[config.mk]
export PLATFORM = sky130hd
export DESIGN_NAME = cube_scanner
export DESIGN_NICKNAME = d
export VERILOG_FILES = /design/src/rtl/cube_scanner.sv
export SDC_FILE = /design/constraint.sdc
export NUM_CORES = 1
export LEC_CHECK = 0
export CORE_AREA = 3 3 236 238
export DETAILED_ROUTE_END_ITERATION = 8
export DIE_AREA = 0 0 239 241
export PLACE_DENSITY = 0.76
export SETUP_SLACK_MARGIN = 0.3
export SLEW_MARGIN = 20
export SYNTH_ARGS = -nofsm -noshare
export SYNTH_HDL_FRONTEND = slang
export SYNTH_SLANG_ARGS = --single-unit
[constraint.sdc]
create_clock -name Clk -period 2.35 [get_ports Clk]
set_input_delay 0.47 -clock Clk [delete_from_list [all_inputs] [get_ports Clk]]
set_output_delay 0.47 -clock Clk [all_outputs]
set_load 0.005 [all_outputs]
[src/rtl/cube_scanner.sv]
// Parametrised LED-cube scan driver: snapshots the cell array once per frame
// and scans layer/row with blanking, dwell and PWM brightness on Enable_n.
module cube_scanner #(
    parameter int COLS   = 8,
    parameter int ROWS   = 8,
    parameter int LAYERS = 8,
    parameter int DWELL  = 16,
    parameter int BLANK  = 2,
    parameter int BW     = $clog2(DWELL + 1)
) (
    input  logic                          Clk,
    input  logic                          Rst_n,
    input  logic [LAYERS*ROWS*COLS-1:0]   Cells,
    input  logic                          Run,
    input  logic [BW-1:0]                 Brightness,
    output logic [$clog2(LAYERS)-1:0]     Layer,
    output logic [$clog2(ROWS)-1:0]       Row,
    output logic [COLS-1:0]               Data,
    output logic                          Enable_n,
    output logic                          Frame_load,
    output logic                          Frame_done
);

    localparam int LW   = $clog2(LAYERS);
    localparam int RW   = $clog2(ROWS);
    localparam int NR   = LAYERS * ROWS;
    localparam int IW   = $clog2(NR);
    localparam int MAXC = (DWELL > BLANK) ? DWELL : BLANK;
    localparam int CW   = $clog2(MAXC + 1);

    localparam logic [CW-1:0] BL_LAST = CW'(BLANK - 1);
    localparam logic [CW-1:0] DW_LAST = CW'(DWELL - 1);
    localparam logic [LW-1:0] L_LAST  = LW'(LAYERS - 1);
    localparam logic [RW-1:0] R_LAST  = RW'(ROWS - 1);
    localparam logic [IW-1:0] ROWS_I  = IW'(ROWS);

    typedef enum logic [1:0] {
        S_IDLE,
        S_LOAD,
        S_BLANK,
        S_SHOW
    } state_t;

    state_t          state_q, state_d;
    logic [CW-1:0]   cnt_q, cnt_d;
    logic [BW-1:0]   bri_q, bri_d;
    logic [LW-1:0]   layer_d;
    logic [RW-1:0]   row_d;
    logic [COLS-1:0] data_d;
    logic [COLS-1:0] fbuf [NR];
    logic [IW-1:0]   ridx;
    logic            load_fb;
    logic            last_row;
    logic            en_n_d;
    logic            load_d;
    logic            done_d;

    assign last_row = (Layer == L_LAST) && (Row == R_LAST);
    assign ridx     = IW'(Layer) * ROWS_I + IW'(Row);

    always_comb begin
        state_d = state_q;
        cnt_d   = cnt_q;
        bri_d   = bri_q;
        layer_d = Layer;
        row_d   = Row;
        data_d  = Data;
        load_fb = 1'b0;
        unique case (state_q)
            S_IDLE: begin
                if (Run) state_d = S_LOAD;
            end
            S_LOAD: begin
                load_fb = 1'b1;
                layer_d = '0;
                row_d   = '0;
                cnt_d   = '0;
                state_d = S_BLANK;
            end
            S_BLANK: begin
                if (cnt_q == BL_LAST) begin
                    data_d  = fbuf[ridx];
                    bri_d   = Brightness;
                    cnt_d   = '0;
                    state_d = S_SHOW;
                end else begin
                    cnt_d = cnt_q + CW'(1);
                end
            end
            S_SHOW: begin
                if (cnt_q == DW_LAST) begin
                    cnt_d = '0;
                    if (last_row) begin
                        // Run is only honoured at frame end: no partial frames
                        state_d = Run ? S_LOAD : S_IDLE;
                        if (!Run) begin
                            layer_d = '0;
                            row_d   = '0;
                        end
                    end else begin
                        state_d = S_BLANK;
                        if (Row == R_LAST) begin
                            row_d   = '0;
                            layer_d = Layer + LW'(1);
                        end else begin
                            row_d = Row + RW'(1);
                        end
                    end
                end else begin
                    cnt_d = cnt_q + CW'(1);
                end
            end
            default: state_d = S_IDLE;
        endcase
    end

    // Outputs are registered from next-state values so they align with state
    always_comb begin
        en_n_d = !((state_d == S_SHOW) && (int'(cnt_d) < int'(bri_d)));
        load_d = (state_d == S_LOAD);
        done_d = (state_d == S_SHOW) && (cnt_d == DW_LAST) &&
                 (layer_d == L_LAST) && (row_d == R_LAST);
    end

    always_ff @(posedge Clk or negedge Rst_n) begin
        if (!Rst_n) begin
            state_q    <= S_IDLE;
            cnt_q      <= '0;
            bri_q      <= '0;
            Layer      <= '0;
            Row        <= '0;
            Data       <= '0;
            Enable_n   <= 1'b1;
            Frame_load <= 1'b0;
            Frame_done <= 1'b0;
            for (int i = 0; i < NR; i++) fbuf[i] <= '0;
        end else begin
            state_q    <= state_d;
            cnt_q      <= cnt_d;
            bri_q      <= bri_d;
            Layer      <= layer_d;
            Row        <= row_d;
            Data       <= data_d;
            Enable_n   <= en_n_d;
            Frame_load <= load_d;
            Frame_done <= done_d;
            if (load_fb) begin
                for (int i = 0; i < NR; i++) fbuf[i] <= Cells[i*COLS +: COLS];
            end
        end
    end

endmodule

==> results.ini <==
[place]
hpwlAfterDp_mm=57.8
gp_congestion=0.890
post-place-cells=2950
placement.io_buffers=536
preCtsSetupSlack_ns=-0.0983

[global_routing]
global_route.overflow_total=0
antenna_found_initial=12
first_global_vias=19000
grt_pass1_wl_mm=116
grtUsageTotal_pct=27.2
pin_count_of_the_biggest_net_entering_global_routing=80

[sta]
final-max-slew-violation-count=0
number_of_setup_violations_in_the_final_report=0
final_report_hold_violation_count=0
max_slew.worst_pin.slew_ns=0.672
timing_limited_maximum_frequency_ghz=0.454
slew_headroom_pct=55.1
timing.final.crit_share_pct=93.8
setup-tns-final_ns=0
skew_ns=0.0289
min_period_ns=2.20
rsz0062_at_grt=yes
timing.hold.ws_ns=0.463
worst_slack_ns=0.147

[critical_path]
crit_path_end_kind=register
rr_endpoint=Data[1]
crit_path_start_kind=register
worst-setup-path-type=register to register
worstPathMaxFanout=6
critPathCapture=Data[1]
crit_buf_inv=5
timing.reg2reg.setup_slack_ns=0.15
critical_path.top_delay_family=buffers and inverters
crit_chain=buf_12 > buf_6 > buf_8 > buf_8 > mux2i_1 > a22oi_1 > a21oi_1 > nor4_1 > buf_4 > o21ai_4 > nand3_2
worst-r2r-cell-count=11
path_depth=11
critical-path-slowest-cell=dfrtp_4
cpMostUsedCell=buf_8
critPathRequiredTime_ns=2.88
origin_of_the_worst_setup_path=Row[0]
timing.critical_path.arrival_ns=2.73
slowest_delay_ns=0.50
crit-reg2reg-launch=Row[0]

[power_and_ir_drop]
power.leakage_nw=15.9
power-per-cell-area_mw_per_mm2=988
peakVddDrop_mv=0.648
power.switching_fraction_pct=31.7
share_comb_of_total_power_pct=35.4
totalPowerFinal_mw=34.0
p_clk_share_pct=26.8
seq_power_share_pct=37.8
netSwitchingPower_mw=10.8
internal_dissipation_mw=23.3

[finish]
layout-area-overhead-vs-synth_pct=39.4
layout.cells.non_filler=3104
num-fill-cells=3879
final_net_count=2887
fraction_of_final_layout_cells_sized_beyond_drive_strength_1_pct=32.7

[run]
drv_cap=0

[yosys]
ys_async_sr_fraction_pct=100
synthDistinctLibCells=47
syn_avg_cell_area_um2=14.2
netlist_area_before_placement_mm2=0.0247
yosys_warnings=0
syn_nets=2267
post_synth_inst_count=1736
postSynthRegisterBits=541
synth-seq-area-share_pct=54.7
synth_edf_count=0
ys.flop_type=dfrtp_1

[clock_tree]
cts_root_buffer=clkbuf_16
cts_buffers=57
htreeDepth=2
insertion_delay_of_the_later_clocked_pin_in_the_worst_skew_pair_ns=0.61
numClockSinks=541
clock_path_buffers=3
clkTransAtPathRegs_ns=0.07
tritoncts=built

[run_status]
outcome=finished, final reports clean

[floorplanning]
chipWidth_um=239
die_area_mm2=0.0576
ioPinCount=537
die_height_um=241
number_of_cell_rows=85
initial_standard_cell_utilization_of_the_core_pct=46.0
core_area_mm2=0.0538

[detailed_routing]
detailedRoute.firstPassIterationCount=6
drt_iter0_markers=1067
postRouteWirelength_mm=79.4
viasPerCell=5.64
route.vias.total=17500
post-route-drc-count=0
post_drt_wl_per_cell_um=25.6
ant_nets=0

[worst_hold_path]
min_path_type=primary input to register

power by group through the flow:
stage / registers [mW] / clock network [mW] / logic [mW]
after detailed placement: 13.0 / 0 / 10.5
after floorplan: 12.4 / 0 / 6.45
final: 12.9 / 9.13 / 12.1
after global placement: 12.9 / 0 / 10.2
after CTS: 12.8 / 9.30 / 11.9
after global routing: 13.1 / 9.68 / 12.9
synth_stat cells (6+ instances only):
| cell | instances | area share [%] |
|---|---|---|
| buf_2 | 72 | 1.5 |
| a21oi_1 | 35 | 0.71 |
| o21ai_1 | 19 | 0.38 |
| a22oi_1 | 96 | 2.9 |
| nand2_1 | 43 | 0.65 |
| dfrtp_1 | 540 | 55 |
| o21ai_0 | 20 | 0.40 |
| inv_1 | 6 | 0.091 |
| clkbuf_1 | 16 | 0.24 |
| nor4_1 | 8 | 0.20 |
| ha_1 | 11 | 0.56 |
| buf_4 | 18 | 0.55 |
| nor2_1 | 8 | 0.12 |
| mux4_2 | 24 | 2.2 |
| buf_1 | 9 | 0.14 |
| nand3_1 | 20 | 0.40 |
| mux2_2 | 432 | 20 |
| o22ai_1 | 8 | 0.20 |
| mux2_1 | 88 | 4.0 |
| mux2i_1 | 214 | 8.7 |
worst min path at each step:
stage,start,to,slack (ns),cells past startpoint
5_1_grt,Cells[208],fbuf[296],0.46,2
2_1_floorplan,Rst_n,Data[0],0.17,0
4_1_cts,Cells[90],fbuf[418],0.43,2
6_report,Cells[335],fbuf[183],0.46,2
3_3_place_gp,fbuf[87],fbuf[87],0.46,1
3_5_place_dp,Data[6],Data[6],0.47,2
worst register-to-register path: cells and delay by family (launching register included):
| family | cells | cell delay, ns |
|---|---|---|
| buffers and inverters | 5 | 0.74 |
| DFF | 1 | 0.50 |
| AOI/OAI and AO/OA | 3 | 0.39 |
| and+or+nand+nor | 2 | 0.38 |
| muxes | 1 | 0.12 |
registers in the layout (all words and copies together) (netlist names):
register and count:
Row 3, fbuf 512, Frame_done 1, Layer 3, Enable_n 1, cnt_q 5
state_q 2, Data 8, Frame_load 1, bri_q 5
repair_timing:
action / 4_1_cts / 5_1_grt
hold buffers: 1 / 0
endpoints found under the hold margin: 46 / 0
buffers inserted: 32 / 2
gates resized for setup: 113 / 28
gates cloned: 7 / 1
pin swaps: 34 / 12
setup endpoints to repair: 282 / 74
routing by layer:
layer	global-route usage [%]	share of wire, %
met1	34.8	41
met2	45.0	49
met3	5.85	6.6
met4	11.6	3.9
met5	0	0.050
kinds of logic (layout without fill, tap and decap cells):
logic type | after synthesis | after routing | synth area share [%]
AO/OA/AOI/OAI | 195 | 195 | 5.29
XOR/XNOR | 1 | 1 | 0.0354
adder cells (fa/ha/maj) | 11 | 11 | 0.556
buffers and inverters | 128 | 791 | 2.70
flip-flops | 541 | 541 | 54.7
multiplexers | 758 | 758 | 34.5
other | 0 | 9 | 0
AND/OR/NAND/NOR | 102 | 102 | 2.17
placed cells by master, fill, tap and decap left out, types with 7 or more instances in the layout:
cell type and n:
a22oi_1 78, clkinv_2 12, buf_4 87, a21oi_2 10
mux2_1 88, dfrtp_2 7, diode_2 9, dfrtp_1 532
clkbuf_16 58, mux2i_1 209, a22oi_2 18, mux2_2 430
o21ai_1 19, a21oi_1 25, clkbuf_8 15, buf_12 30
buf_6 12, nand3_1 17, nand2_1 43, o21ai_0 9
clkdlybuf4s50_1 521, o21ai_2 11, dlygate4sd2_1 10, buf_16 7
mux4_2 24
per-stage QoR:
step	instance area (um2)	util, %
2_1_floorplan	24800	-
3_3_place_gp	31500	58.6
3_5_place_dp	31500	58.6
4_1_cts	34300	63.7
5_1_grt	34500	64.0
6_report	34500	64.1
cell type report:
class                      count  area, um2  area share, %
sequential                   541      13600           39.3
multi-input combinational   1067      10900           31.8
timing repair buffer         680       7150           20.7
clock buffer                  78       1660           4.80
tap                          696        871           2.53
clock inverter                24        246          0.715
inverter                       9       33.8         0.0980
antenna                        9       22.5         0.0653
Note: power is estimated with default switching activity, not from simulation.
